File: src/rtl/note_player_if.sv
// Note/sample bus between the song reader, the note player and the codec.
// master: song reader / timing side; slave: note_player.
interface note_player_if;
  logic               play_enable;
  logic               new_note;
  logic        [5:0]  note;
  logic        [5:0]  duration;
  logic               beat;
  logic               sample_tick;
  logic               note_done;
  logic signed [15:0] sample_out;
  logic               sample_valid;

  modport master (
    output play_enable, new_note, note, duration, beat, sample_tick,
    input  note_done, sample_out, sample_valid
  );

  modport slave (
    input  play_enable, new_note, note, duration, beat, sample_tick,
    output note_done, sample_out, sample_valid
  );
endinterface

File: src/rtl/note_player.sv
// Square-wave note synthesiser: latches a note, emits +/-AMP samples at the
// pitch's half-period, counts beats and pulses note_done when the note ends.
module note_player #(
  parameter logic signed [15:0] AMP = 16'sd8192
) (
  input logic          clk,
  input logic          reset,
  note_player_if.slave io_bus
);

  typedef enum logic [1:0] {StIdle, StPlaying, StDone} state_e;

  state_e             r_state;
  logic        [5:0]  r_note;
  logic        [5:0]  r_dur;
  logic        [5:0]  r_beat_cnt;
  logic        [8:0]  r_hp_cnt;
  logic               r_pol;
  logic               r_note_done;
  logic signed [15:0] r_sample;
  logic               r_sample_valid;

  logic        [5:0]  w_nm1;
  logic        [2:0]  w_oct;
  logic        [3:0]  w_semi;
  logic        [8:0]  w_base;
  logic        [8:0]  w_hp;
  logic        [5:0]  w_eff_dur;
  logic               w_last_beat;
  logic               w_hp_wrap;

  // Pitch decode: half-period in samples from the latched note index.
  always_comb begin
    w_nm1  = r_note - 6'd1;
    w_oct  = 3'(w_nm1 / 6'd12);
    w_semi = 4'(w_nm1 % 6'd12);
    w_base = 9'd436;
    unique case (w_semi)
      4'd0:    w_base = 9'd436;
      4'd1:    w_base = 9'd412;
      4'd2:    w_base = 9'd389;
      4'd3:    w_base = 9'd367;
      4'd4:    w_base = 9'd346;
      4'd5:    w_base = 9'd327;
      4'd6:    w_base = 9'd309;
      4'd7:    w_base = 9'd291;
      4'd8:    w_base = 9'd275;
      4'd9:    w_base = 9'd259;
      4'd10:   w_base = 9'd245;
      4'd11:   w_base = 9'd231;
      default: w_base = 9'd436;
    endcase
    w_hp = w_base >> w_oct;
  end

  // Beat-end and half-period-end detection; a zero duration counts as one beat.
  always_comb begin
    w_eff_dur   = (r_dur == 6'd0) ? 6'd1 : r_dur;
    w_last_beat = ({1'b0, r_beat_cnt} + 7'd1) == {1'b0, w_eff_dur};
    w_hp_wrap   = r_hp_cnt == (w_hp - 9'd1);
  end

  // Control FSM with registered outputs; new_note overrides everything else.
  always_ff @(posedge clk) begin
    if (reset) begin
      r_state        <= StIdle;
      r_note         <= 6'd0;
      r_dur          <= 6'd0;
      r_beat_cnt     <= 6'd0;
      r_hp_cnt       <= 9'd0;
      r_pol          <= 1'b1;
      r_note_done    <= 1'b0;
      r_sample       <= 16'sd0;
      r_sample_valid <= 1'b0;
    end else begin
      r_note_done    <= 1'b0;
      r_sample_valid <= io_bus.sample_tick;
      if (io_bus.new_note) begin
        r_state    <= StPlaying;
        r_note     <= io_bus.note;
        r_dur      <= io_bus.duration;
        r_beat_cnt <= 6'd0;
        r_hp_cnt   <= 9'd0;
        r_pol      <= 1'b1;
        r_sample   <= 16'sd0;
      end else begin
        unique case (r_state)
          StIdle: r_sample <= 16'sd0;
          StPlaying: begin
            if (!io_bus.play_enable) begin
              // Paused: counters and polarity hold, output silent.
              r_sample <= 16'sd0;
            end else if (io_bus.beat && w_last_beat) begin
              r_state     <= StDone;
              r_note_done <= 1'b1;
              r_sample    <= 16'sd0;
            end else begin
              if (io_bus.beat) r_beat_cnt <= r_beat_cnt + 6'd1;
              if (io_bus.sample_tick) begin
                if (w_hp_wrap) begin
                  r_hp_cnt <= 9'd0;
                  r_pol    <= ~r_pol;
                end else begin
                  r_hp_cnt <= r_hp_cnt + 9'd1;
                end
                // Sample reflects the polarity before this tick's toggle.
                if (r_note == 6'd0) r_sample <= 16'sd0;
                else                r_sample <= r_pol ? AMP : -AMP;
              end
            end
          end
          StDone: begin
            r_state  <= StIdle;
            r_sample <= 16'sd0;
          end
          default: r_state <= StIdle;
        endcase
      end
    end
  end

  assign io_bus.note_done    = r_note_done;
  assign io_bus.sample_out   = r_sample;
  assign io_bus.sample_valid = r_sample_valid;

endmodule
File: src/flat_wrapper.sv
// flat-port wrapper written by rule: the top's interface ports become plain ports
module note_player_flat 
#(
  parameter logic signed [15:0] AMP = 16'sd8192
)
  (clk, reset, io_bus_play_enable, io_bus_new_note, io_bus_note, io_bus_duration, io_bus_beat, io_bus_sample_tick, io_bus_note_done, io_bus_sample_out, io_bus_sample_valid);
  note_player_if io_bus_i ();
  input logic clk;
  input logic reset;
  input wire logic [$bits(io_bus_i.play_enable)-1:0] io_bus_play_enable;
  input wire logic [$bits(io_bus_i.new_note)-1:0] io_bus_new_note;
  input wire logic [$bits(io_bus_i.note)-1:0] io_bus_note;
  input wire logic [$bits(io_bus_i.duration)-1:0] io_bus_duration;
  input wire logic [$bits(io_bus_i.beat)-1:0] io_bus_beat;
  input wire logic [$bits(io_bus_i.sample_tick)-1:0] io_bus_sample_tick;
  output wire logic [$bits(io_bus_i.note_done)-1:0] io_bus_note_done;
  output wire logic [$bits(io_bus_i.sample_out)-1:0] io_bus_sample_out;
  output wire logic [$bits(io_bus_i.sample_valid)-1:0] io_bus_sample_valid;
  assign io_bus_i.play_enable = io_bus_play_enable;
  assign io_bus_i.new_note = io_bus_new_note;
  assign io_bus_i.note = io_bus_note;
  assign io_bus_i.duration = io_bus_duration;
  assign io_bus_i.beat = io_bus_beat;
  assign io_bus_i.sample_tick = io_bus_sample_tick;
  assign io_bus_note_done = io_bus_i.note_done;
  assign io_bus_sample_out = io_bus_i.sample_out;
  assign io_bus_sample_valid = io_bus_i.sample_valid;
  note_player #(.AMP(AMP)) u_core (.clk(clk), .reset(reset), .io_bus(io_bus_i));
endmodule
File: config.mk
export PLATFORM = sky130hd
export DESIGN_NAME = note_player_flat
export DESIGN_NICKNAME = d
export VERILOG_FILES = /design/src/rtl/note_player_if.sv /design/src/rtl/note_player.sv /design/src/flat_wrapper.sv
export SDC_FILE = /design/constraint.sdc
export NUM_CORES = 1
export LEC_CHECK = 0
export ABC_AREA = 1
export CAP_MARGIN = 20
export CORE_ASPECT_RATIO = 0.75
export CORE_MARGIN = 1
export CORE_UTILIZATION = 50
export CTS_CLUSTER_DIAMETER = 40
export DETAILED_ROUTE_END_ITERATION = 16
export PLACE_DENSITY = 0.73
export SETUP_SLACK_MARGIN = 0.15
export SYNTH_ARGS = -nofsm -noshare
export SYNTH_HDL_FRONTEND = slang
export SYNTH_SLANG_ARGS = --single-unit
File: constraint.sdc
create_clock -name clk -period 12.3 [get_ports clk]
set_clock_uncertainty 0.1 [all_clocks]
set_input_delay 2.46 -clock clk [delete_from_list [all_inputs] [get_ports clk]]
set_output_delay 2.46 -clock clk [all_outputs]
set_load 0.02 [all_outputs]
==> metrics <==
status=finished clean; gpl congestion=0.978; Max VDD drop=0.0000668 V; critical path's slowest cell=dfxtp_1; Mean Syn Cell Area=6.28 um2; Final Util=57.0%; post-synth cell types=36; # fillers=584; hold path cells=2; worst-margin pin slew=575 ps; Synth async-reset ratio=0%; Crit Path Max Fanout=16; Port-buffer cells=22; most used cell, CP=nand2_1; commonest non-fill, non-tap cell in the layout=nand2_1; YS warnings=0; Core ar.=5830 um2; MaxCap Viol Count=0; Synth top area share=22.5%; clock tree buffer depth=2; Synth Area in XOR/XNOR=5.47%; Congestion Overflow GR=0; CP max stage delay=380 ps; cts hold-fix bufs=0; H-tree levels=2; starting density of the core=51.8%; final WL=6.99 mm; CTS tree=yes; clk slew on worst S/H paths=70 ps; relative slew slack=61.5%; Tcrit/Tclk final=47.6%; crit end category=flop; Post-CTS Setup Bufs=0; largest net degree at the start of global routing=23; cts repair resizes=0; Vias/cell=5.26; worst hold path class=reg2reg; Synth Area in Adders=4.14%; post-synthesis register bit count=34; Cell Area, Synth=3020 um2; unrepaired setup endpoints after global routing=no; clock latency on the worst-skew pair=280 ps; DRC Markers=0; Synth-to-Final Area Change=9.95%; Synth Area in Simple Gates=46.5%; Startpoint Class=flop; number of global-route vias before repair=2,806; mux contribution to synthesized area=0%; top_reg_cell synth=dfxtp_1; leading area contributor after synthesis=dfxtp_1; part of the Yosys area used for sequential elements=22.5%; FF-to-FF setup slack=6440 ps; Die X=91.7 um; Final setup viols=0; DIE AREA=6360 um2; ranking of synthesized cells by area=dfxtp_1, nand2_1, nand3_1; critical path class=reg2reg; RR Endpoint=u_core.r_hp_cnt[8]; CP Data Arrival Time=5930 ps; post-route cell area=3320 um2; first-pass GRT wire length=12.4 mm; Cell Pwr Density=179 nW/um2; clk root buf=clkbuf_8; Static Leak=1.56 nW; antenna viol nets, final=0; Ports=36; GRT Total Usage=23.9%; Clock Sinks=34; Final HPWL DP=5.65 mm; Slew Limit Fails=0; TritonCTS buffer count=5; Net count, final=528; min-delay src=u_core.r_dur[0]; Synth Instances=481; Setup TNS=0 ps; Final Hold Viols=0; share of cells above drive strength 1=9.00%; compound-gate portion of the synthesized area=8.54%; largest family of logic cells by synthesized area=simple AND/OR/NAND/NOR gates; drt pass-1 iters=5; die height=69.3 um; Vias=3,040; DR WL/cell=12.1 um; Hold Crit Endpoint=u_core.r_dur[0]; FF-to-FF Start=u_core.r_note[0]; reg2reg path depth=37; Ant. Diodes=0; area post-placement=3240 um2; total power=0.593 mW; initial antenna violation count=0; row cnt=24; Iteration-0 DRC Markers=173; Critical Path RT=12,370 ps; Period minus WS final=5860 ps; commonest non-fill, non-tap cells in the layout=nand2_1, nand3_1, inv_1, nor2_1, dfxtp_1; maximum clock rate=171 MHz; Post-synth EDFFs=0
-- per-layer routing --
layer	vias up	share of wire, %	GRT usage [%]
met5	-	0	0
met4	0	1.4	8.51
met2	81	43	37.8
met1	1365	50	32.8
li1	1584	-	-
met3	10	5.3	4.17
-- through the flow --
stage / setup WS [ps] / std cells / hold WS (ps)
3_5_place_dp: 6520 / 571 / 361
4_1_cts: 6490 / 578 / 373
3_3_place_gp: 6700 / 571 / 358
2_1_floorplan: 7680 / 493 / 333
6_report: 6440 / 578 / 368
5_1_grt: 5740 / 578 / 393
-- synthesized netlist by cell type (2+ instances only) --
cell	n
ha_1	10
nand2_4	6
o21ai_0	20
buf_2	3
nor2_2	6
xnor2_1	3
nand3b_1	2
dfxtp_1	34
nor2_4	3
nand2_2	6
xor2_1	14
nor2_1	40
nand4_1	13
buf_4	15
nand3_2	10
o2111ai_1	2
nor3_1	5
inv_2	4
nand3_1	76
nor4_1	2
inv_1	60
clkbuf_1	4
nand2_1	111
a21oi_1	20
-- logic make-up (layout without fill, tap and decap cells) --
family	count (synthesis)	count (layout)
simple gates	285	285
buf+inv	86	93
fa+ha+maj	10	10
compound gates	47	47
flops	34	34
xor+xnor	18	18
other cells	1	13
-- final cells by class --
type / count / area, um2 / area share, %
clock inverters: 1 / 7.51 / 0.226
clock buffers: 6 / 72.6 / 2.19
flip-flops and latches: 34 / 681 / 20.5
well taps: 78 / 97.6 / 2.94
multi-input cells: 373 / 2000 / 60.3
inverters: 64 / 240 / 7.24
repair buffers: 22 / 220 / 6.63
-- power by group --
| part | leakage [nW] | internal [mW] | switching, mW |
|---|---|---|---|
| logic | 1.25 | 0.127 | 0.272 |
| clock network | 0.0373 | 0.0388 | 0.0388 |
| registers | 0.278 | 0.114 | 0.00310 |
-- worst max-delay path, delay by kind of cell, from the launching register on --
| family | cells | cell delay (ps) |
|---|---|---|
| adders and majority gates | 4 | 1110 |
| DFF | 1 | 380 |
| xor gates and xnor gates | 1 | 140 |
| and+or+nand+nor | 26 | 3320 |
| buffers and inverters | 6 | 720 |
-- flip-flops by register name (all words and copies together) (netlist names) --
register / cells
u_core.io_bus.sample_out: 2
u_core.io_bus.sample_valid: 1
u_core.r_beat_cnt: 6
u_core.r_pol: 1
u_core.r_hp_cnt: 9
u_core.r_note: 6
u_core.r_dur: 6
u_core.io_bus.note_done: 1
u_core.r_state: 2
-- worst max-delay path by stage --
stage	startpoint	endpoint	slack, ps
6_report	u_core.r_note[0]	u_core.r_hp_cnt[8]	6440
5_1_grt	u_core.r_note[0]	u_core.r_hp_cnt[5]	5740
4_1_cts	u_core.r_note[0]	u_core.r_hp_cnt[8]	6490
3_5_place_dp	u_core.r_note[0]	u_core.r_hp_cnt[8]	6520
3_3_place_gp	u_core.r_note[0]	u_core.r_hp_cnt[5]	6700
2_1_floorplan	u_core.r_note[0]	u_core.r_hp_cnt[5]	7680
No activity file was read; power rests on OpenSTA's default activity.
